`src/rtl/bru_bpu_if.sv`:
```
// Fetch-lookup and EX-resolution signal bundle between the pipeline and the branch unit/predictor.
interface bru_bpu_if #(
    parameter int unsigned XLEN  = 32,
    parameter int unsigned CNT_W = 32
);
    logic [XLEN-1:0]  f_pc;
    logic             pred_taken;
    logic [XLEN-1:0]  pred_target;
    logic             ex_valid;
    logic [XLEN-1:0]  ex_pc;
    logic [XLEN-1:0]  ex_rs1;
    logic [XLEN-1:0]  ex_rs2;
    logic [XLEN-1:0]  ex_imm;
    logic [1:0]       ex_ctrl;
    logic [2:0]       ex_bru_op;
    logic             ex_pred_taken;
    logic [XLEN-1:0]  ex_pred_target;
    logic             ex_taken;
    logic [XLEN-1:0]  ex_target;
    logic             redirect;
    logic [XLEN-1:0]  redirect_pc;
    logic [CNT_W-1:0] mispredict_cnt;

    modport master (
        output f_pc, ex_valid, ex_pc, ex_rs1, ex_rs2, ex_imm, ex_ctrl, ex_bru_op,
               ex_pred_taken, ex_pred_target,
        input  pred_taken, pred_target, ex_taken, ex_target, redirect, redirect_pc,
               mispredict_cnt
    );

    modport slave (
        input  f_pc, ex_valid, ex_pc, ex_rs1, ex_rs2, ex_imm, ex_ctrl, ex_bru_op,
               ex_pred_taken, ex_pred_target,
        output pred_taken, pred_target, ex_taken, ex_target, redirect, redirect_pc,
               mispredict_cnt
    );
endinterface

```
`src/rtl/bru_bpu.sv`:
```
// Branch resolution unit with a 2-bit-counter BHT and tagged BTB predictor.
// Mispredicts in EX raise a registered one-cycle redirect and bump a saturating counter.
module bru_bpu #(
    parameter int unsigned XLEN    = 32,
    parameter int unsigned BHT_IDX = 6,
    parameter int unsigned BTB_IDX = 4,
    parameter int unsigned CNT_W   = 32
) (
    input logic     clk,
    input logic     rst,
    bru_bpu_if.slave bus
);
    localparam int unsigned BHT_N = 1 << BHT_IDX;
    localparam int unsigned BTB_N = 1 << BTB_IDX;
    localparam int unsigned TAG_W = XLEN - BTB_IDX - 2;

    localparam logic [1:0] CTRL_BR   = 2'b00;
    localparam logic [1:0] CTRL_JAL  = 2'b01;
    localparam logic [1:0] CTRL_RSVD = 2'b10;
    localparam logic [1:0] CTRL_JALR = 2'b11;

    typedef struct packed {
        logic             valid;
        logic [TAG_W-1:0] tag;
        logic             is_jump;
        logic [XLEN-1:0]  target;
    } btb_entry_t;

    logic [1:0]  bht_q [BHT_N];
    btb_entry_t  btb_q [BTB_N];

    logic             redirect_q,    redirect_d;
    logic [XLEN-1:0]  redirect_pc_q, redirect_pc_d;
    logic [CNT_W-1:0] cnt_q,         cnt_d;

    // Fetch-side lookup
    logic [BHT_IDX-1:0] f_bht_i;
    logic [BTB_IDX-1:0] f_btb_i;
    logic [TAG_W-1:0]   f_tag;
    btb_entry_t         f_ent;
    logic               f_hit;

    assign f_bht_i = bus.f_pc[BHT_IDX+1:2];
    assign f_btb_i = bus.f_pc[BTB_IDX+1:2];
    assign f_tag   = bus.f_pc[XLEN-1:BTB_IDX+2];
    assign f_ent   = btb_q[f_btb_i];
    assign f_hit   = f_ent.valid && (f_ent.tag == f_tag);

    assign bus.pred_taken  = f_hit && (f_ent.is_jump || bht_q[f_bht_i][1]);
    assign bus.pred_target = f_hit ? f_ent.target : bus.f_pc + XLEN'(4);

    // EX-side resolution
    logic [XLEN-1:0] br_sum, jalr_sum, ex_target;
    logic            eq, lt, ltu, cond, ex_taken, is_ctrl, eff_valid, mispredict;

    assign br_sum   = bus.ex_pc + bus.ex_imm;
    assign jalr_sum = bus.ex_rs1 + bus.ex_imm;
    assign eq       = (bus.ex_rs1 == bus.ex_rs2);
    assign lt       = ($signed(bus.ex_rs1) < $signed(bus.ex_rs2));
    assign ltu      = (bus.ex_rs1 < bus.ex_rs2);

    always_comb begin
        cond = 1'b0;
        case (bus.ex_bru_op)
            3'b000:  cond = eq;
            3'b001:  cond = !eq;
            3'b010:  cond = lt;
            3'b011:  cond = !lt;
            3'b110:  cond = ltu;
            3'b111:  cond = !ltu;
            default: cond = 1'b0;
        endcase
    end

    assign is_ctrl   = (bus.ex_ctrl != CTRL_RSVD);
    assign ex_taken  = (bus.ex_ctrl == CTRL_JAL) || (bus.ex_ctrl == CTRL_JALR) ||
                       ((bus.ex_ctrl == CTRL_BR) && cond);
    assign ex_target = (bus.ex_ctrl == CTRL_JALR) ? (jalr_sum & {{(XLEN-1){1'b1}}, 1'b0})
                                                  : br_sum;

    assign bus.ex_taken  = ex_taken;
    assign bus.ex_target = ex_target;

    // Wrong-path instructions behind an outstanding redirect are ignored
    assign eff_valid  = bus.ex_valid && !redirect_q && is_ctrl;
    assign mispredict = eff_valid && ((ex_taken != bus.ex_pred_taken) ||
                                      (ex_taken && (ex_target != bus.ex_pred_target)));

    always_comb begin
        redirect_d    = mispredict;
        redirect_pc_d = redirect_pc_q;
        cnt_d         = cnt_q;
        if (mispredict) begin
            redirect_pc_d = ex_taken ? ex_target : bus.ex_pc + XLEN'(4);
            if (cnt_q != '1) cnt_d = cnt_q + CNT_W'(1);
        end
    end

    // Training values
    logic [BHT_IDX-1:0] ex_bht_i;
    logic [BTB_IDX-1:0] ex_btb_i;
    logic [1:0]         bht_cur, bht_d;
    btb_entry_t         btb_d;
    logic               bht_we, btb_we;

    assign ex_bht_i = bus.ex_pc[BHT_IDX+1:2];
    assign ex_btb_i = bus.ex_pc[BTB_IDX+1:2];
    assign bht_cur  = bht_q[ex_bht_i];
    assign bht_we   = eff_valid && (bus.ex_ctrl == CTRL_BR);
    assign btb_we   = eff_valid && ex_taken;

    always_comb begin
        bht_d = bht_cur;
        if (ex_taken && (bht_cur != 2'b11))       bht_d = bht_cur + 2'd1;
        else if (!ex_taken && (bht_cur != 2'b00)) bht_d = bht_cur - 2'd1;
        btb_d.valid   = 1'b1;
        btb_d.tag     = bus.ex_pc[XLEN-1:BTB_IDX+2];
        btb_d.is_jump = (bus.ex_ctrl != CTRL_BR);
        btb_d.target  = ex_target;
    end

    always_ff @(posedge clk or posedge rst) begin
        if (rst) begin
            for (int i = 0; i < BHT_N; i++) bht_q[i] <= 2'b01;
            for (int i = 0; i < BTB_N; i++) btb_q[i] <= '0;
            redirect_q    <= 1'b0;
            redirect_pc_q <= '0;
            cnt_q         <= '0;
        end else begin
            if (bht_we) bht_q[ex_bht_i] <= bht_d;
            if (btb_we) btb_q[ex_btb_i] <= btb_d;
            redirect_q    <= redirect_d;
            redirect_pc_q <= redirect_pc_d;
            cnt_q         <= cnt_d;
        end
    end

    assign bus.redirect       = redirect_q;
    assign bus.redirect_pc    = redirect_pc_q;
    assign bus.mispredict_cnt = cnt_q;

endmodule

```
`src/flat_wrapper.sv`:
```
// flat-port wrapper written by rule: the top's interface ports become plain ports
module bru_bpu_flat 
#(
    parameter int unsigned XLEN    = 32,
    parameter int unsigned BHT_IDX = 6,
    parameter int unsigned BTB_IDX = 4,
    parameter int unsigned CNT_W   = 32
)
  (clk, rst, bus_f_pc, bus_ex_valid, bus_ex_pc, bus_ex_rs1, bus_ex_rs2, bus_ex_imm, bus_ex_ctrl, bus_ex_bru_op, bus_ex_pred_taken, bus_ex_pred_target, bus_pred_taken, bus_pred_target, bus_ex_taken, bus_ex_target, bus_redirect, bus_redirect_pc, bus_mispredict_cnt);
  bru_bpu_if #(.XLEN(XLEN), .CNT_W(CNT_W)) bus_i ();
  input logic clk;
  input logic rst;
  input wire logic [$bits(bus_i.f_pc)-1:0] bus_f_pc;
  input wire logic [$bits(bus_i.ex_valid)-1:0] bus_ex_valid;
  input wire logic [$bits(bus_i.ex_pc)-1:0] bus_ex_pc;
  input wire logic [$bits(bus_i.ex_rs1)-1:0] bus_ex_rs1;
  input wire logic [$bits(bus_i.ex_rs2)-1:0] bus_ex_rs2;
  input wire logic [$bits(bus_i.ex_imm)-1:0] bus_ex_imm;
  input wire logic [$bits(bus_i.ex_ctrl)-1:0] bus_ex_ctrl;
  input wire logic [$bits(bus_i.ex_bru_op)-1:0] bus_ex_bru_op;
  input wire logic [$bits(bus_i.ex_pred_taken)-1:0] bus_ex_pred_taken;
  input wire logic [$bits(bus_i.ex_pred_target)-1:0] bus_ex_pred_target;
  output wire logic [$bits(bus_i.pred_taken)-1:0] bus_pred_taken;
  output wire logic [$bits(bus_i.pred_target)-1:0] bus_pred_target;
  output wire logic [$bits(bus_i.ex_taken)-1:0] bus_ex_taken;
  output wire logic [$bits(bus_i.ex_target)-1:0] bus_ex_target;
  output wire logic [$bits(bus_i.redirect)-1:0] bus_redirect;
  output wire logic [$bits(bus_i.redirect_pc)-1:0] bus_redirect_pc;
  output wire logic [$bits(bus_i.mispredict_cnt)-1:0] bus_mispredict_cnt;
  assign bus_i.f_pc = bus_f_pc;
  assign bus_i.ex_valid = bus_ex_valid;
  assign bus_i.ex_pc = bus_ex_pc;
  assign bus_i.ex_rs1 = bus_ex_rs1;
  assign bus_i.ex_rs2 = bus_ex_rs2;
  assign bus_i.ex_imm = bus_ex_imm;
  assign bus_i.ex_ctrl = bus_ex_ctrl;
  assign bus_i.ex_bru_op = bus_ex_bru_op;
  assign bus_i.ex_pred_taken = bus_ex_pred_taken;
  assign bus_i.ex_pred_target = bus_ex_pred_target;
  assign bus_pred_taken = bus_i.pred_taken;
  assign bus_pred_target = bus_i.pred_target;
  assign bus_ex_taken = bus_i.ex_taken;
  assign bus_ex_target = bus_i.ex_target;
  assign bus_redirect = bus_i.redirect;
  assign bus_redirect_pc = bus_i.redirect_pc;
  assign bus_mispredict_cnt = bus_i.mispredict_cnt;
  bru_bpu #(.XLEN(XLEN), .BHT_IDX(BHT_IDX), .BTB_IDX(BTB_IDX), .CNT_W(CNT_W)) u_core (.clk(clk), .rst(rst), .bus(bus_i));
endmodule
```
`config.mk`:
```
export PLATFORM = sky130hd
export DESIGN_NAME = bru_bpu_flat
export DESIGN_NICKNAME = d
export VERILOG_FILES = /design/src/rtl/bru_bpu_if.sv /design/src/rtl/bru_bpu.sv /design/src/flat_wrapper.sv
export SDC_FILE = /design/constraint.sdc
export NUM_CORES = 2
export LEC_CHECK = 0
export BUFFER_PORTS_ARGS = -buffer_cell sky130_fd_sc_hd__buf_2
export CAP_MARGIN = 10
export CORE_ASPECT_RATIO = 0.6
export CORE_UTILIZATION = 50
export DETAILED_ROUTE_END_ITERATION = 16
export GPL_TIMING_DRIVEN = 0
export PLACE_DENSITY = 0.67
export SLEW_MARGIN = 30
export SYNTH_ARGS = -nofsm -noshare
export SYNTH_HDL_FRONTEND = slang
export SYNTH_SLANG_ARGS = --single-unit
```
`constraint.sdc`:
```
create_clock -name clk -period 64.7 [get_ports clk]
set_input_delay 6.47 -clock clk [delete_from_list [all_inputs] [get_ports clk]]
set_output_delay 6.47 -clock clk [all_outputs]
set_load 0.05 [all_outputs]
```
==> results.md <==
- DR vias/cell: 6.41
- Wl on met1: 91.1 mm
- H-tree levels: 3
- CP peak stage delay: 0.72 ns
- Final Max Tran Viols: 0
- FFs w/ async S/R, synth: 1.00
- Tcrit/Tclk final: 0.300
- Kind of critical path: input port to output port
- DR WL/cell: 29.9 microns
- Cells on worst reg2reg path: 7
- Seq/Total Area, Yosys: 0.482
- First DRT Iteration DRCs: 5313
- I/O pin total: 332
- CTS Buffer Depth: 3
- Top_reg_cell synth: dfrtp_1
- Register bit total from synthesis: 1153
- LEAKAGE: 30.7 nW
- CP max-delay cell: xnor2_1
- CP Cell Sequence: buf_2, clkbuf_1, clkbuf_1, buf_2, buf_2, mux4_2, mux4_2, xnor2_1, nand4_1, clkbuf_2, buf_1, a21oi_1, buf_2
- Crit path capture type: output port
- Reg2reg setup slack: 60.56 ns
- Post-synth EDFFs: 0
- PD cells: 31.5 nW/um^2
- Largest net degree at the start of global routing: 95
- Hold path endpoint: u_core.btb_q[599]
- Most used cell, CP: buf_2
- Max Cap Viol: 0
- Syn_nets: 4949
- Count of different cell masters after synthesis: 78
- Post-CTS Setup Inserts: 0
- DRT Wirelength: 203 mm
- TNS Setup: 0 ns
- Final clock skew: 0.0642 ns
- CTS Sinks: 1153
- DRT antenna net count: 0
- Relative slew slack: 0.251
- Unrepaired setup endpoints after global routing: false
- Hold path cells: 1
- Final net count: 5407
- Fillers: 9692
- Avg Cell Area, Syn: 12.9 sq um
- Die area: 122000 sq um
- CP required: 58.23 ns
- Core region area: 119000 sq um
- Buffers on Ports: 328
- Worst r2r src: u_core.bus.redirect
- Clock transition at path regs: 0.05 ns
- CTS Hold Buffers Added: 0
- Met2 WL: 82.3 mm
- Mapped cell area: 60000 sq um
- Peak fanout along the critical path: 10
- Most common cell in the netlist: dfrtp_1
- Worst path bufs/invs: 8
- Post-synth top area share: 0.454
- Tmin final: 19.41 ns
- Arr. time, crit path: 12.94 ns
- CTS tree: built
- Post-CTS Resized: 0
- Row cnt: 98
- Achievable Freq: 0.0515 GHz
- Highest metal used: met5
- R2r endpoint: u_core.btb_q[518]
- Crit path launch: bus_f_pc[2]
- Share of layout cells above drive strength 1: 0.397
- DRT Pass-1 Iters: 8
- Placed cell area: 64300 sq um
- Total track usage: 0.334
- Synth area leader: dfrtp_1
- Mapped Cells: 4645
- Effective utilization at floorplan: 0.504
- Antenna violations before repair: 4
- Measured slew at the worst slew-check pin: 1.11 ns
- Final Setup Violations: 0
- Gr ovfl total: 0
- Die width: 449 microns
- Remaining DRCs: 0
- Critical Path Source Type: input port
- Final Wtd Congestion: 0.997
- Die Height: 270 microns
- Synthesis warning total: 0
- Clock Latency Late Sink: 0.77 ns
- Post-Layout Inst Area: 68000 sq um
- Clock root buffer: clkbuf_16
- Post-synth top cells: dfrtp_1 (1089), mux2_2 (981), clkbuf_1 (327)
- Global-route wire length before repair: 297 mm
- Top cells by area, synth: dfrtp_1 (45%), mux2_2 (18%), mux4_2 (12%), dfstp_2 (2.8%), ha_1 (2.1%)
- Crit path max-delay family: buffers and inverters
- Num CTS Buffers: 105
- Hold path start: u_core.btb_q[599]
- Vias in the first global route: 42300
- Met3 routed WL: 23.2 mm
- Total number of vias: 43500
- Final Hold Violating Endpoints: 0
- Hold WC Path Type: flip-flop to flip-flop
- Worst vdd ir: 0.0230 mV
- Status: complete, no violations
- Dpl hpwl: 152 mm
- Area growth syn-to-layout: 13.3%
## cells in the final DEF, fill, tap and decap left out, types with 36 or more instances in the layout
master,instances
buf_2,363
inv_1,58
nand4_1,73
dfstp_2,64
clkbuf_2,58
mux2_2,981
clkbuf_1,292
xor2_1,92
nor2_1,167
o21ai_0,142
a21oi_1,149
xnor2_1,87
nor3_1,48
dfrtp_1,1089
and3_1,36
nand3_1,75
clkbuf_16,105
a22oi_1,59
buf_4,37
ha_1,101
nand2_1,271
mux4_2,321
## power breakdown
group | switching, W | leakage, nW | internal (W) | total (W)
clock network | 0.000299 | 1.75 | 0.000360 | 0.000659
registers | 0.0000807 | 14.9 | 0.000873 | 0.000953
logic | 0.000292 | 14.1 | 0.000240 | 0.000533
## cell type report
class	count	area, sq um	area share
flip-flops and latches	1153	28900	0.425
multi-input cells	3016	29300	0.431
clock buffers	147	3010	0.0442
repair buffers	351	2130	0.0313
diodes	3	7.51	0.000110
well taps	1600	2000	0.0294
clock inverters	44	604	0.00888
inverters	61	236	0.00348
plain buffers	415	1790	0.0264
## metrics by stage
step / hold slack (ns) / setup WS (ns) / std cells / utilization / total power (W)
6_report: 0.462 / 45.29 / 6790 / 0.571 / 0.00214
3_3_place_gp: 0.444 / 13.02 / 6573 / 0.535 / 0.00147
3_5_place_dp: 0.450 / 45.37 / 6594 / 0.540 / 0.00149
5_1_grt: 0.474 / 45.11 / 6788 / 0.571 / 0.00222
4_1_cts: 0.465 / 45.37 / 6785 / 0.571 / 0.00214
2_1_floorplan: 0.429 / 25.86 / 4645 / - / 0.00132
## how the worst max path moves through the flow
| stage | to | depth (start not counted) | slack (ns) |
|---|---|---|---|
| after detailed placement | bus_pred_target[12] | 13 | 45.37 |
| after CTS | bus_pred_target[12] | 13 | 45.37 |
| after floorplan | u_core.bht_q[101] | 1 | 25.86 |
| after global placement | u_core.btb_q[955] | 2 | 13.02 |
| after global routing | bus_pred_target[9] | 13 | 45.11 |
| final | bus_pred_target[12] | 13 | 45.29 |
## layer usage
layer,track usage,vias to the layer above
met5,0.00195,-
met4,0.0931,4
met3,0.100,354
met2,0.447,2229
met1,0.517,22900
li1,-,18100
## kinds of logic after synthesis
family / after synthesis / share of synthesized area
mux: 1346 / 0.312
flops: 1153 / 0.482
simple gates: 831 / 0.0670
compound gates: 554 / 0.0583
buf+inv: 476 / 0.0319
xor+xnor: 182 / 0.0268
fa+ha+maj: 103 / 0.0217
## registers in the layout (all words and copies together) (netlist names)
signal	cells
u_core.bus.redirect_pc	32
u_core.bus.redirect	1
u_core.bus.mispredict_cnt	32
u_core.bht_q	128
u_core.btb_q	960
Power figures use the tool's default switching activity.
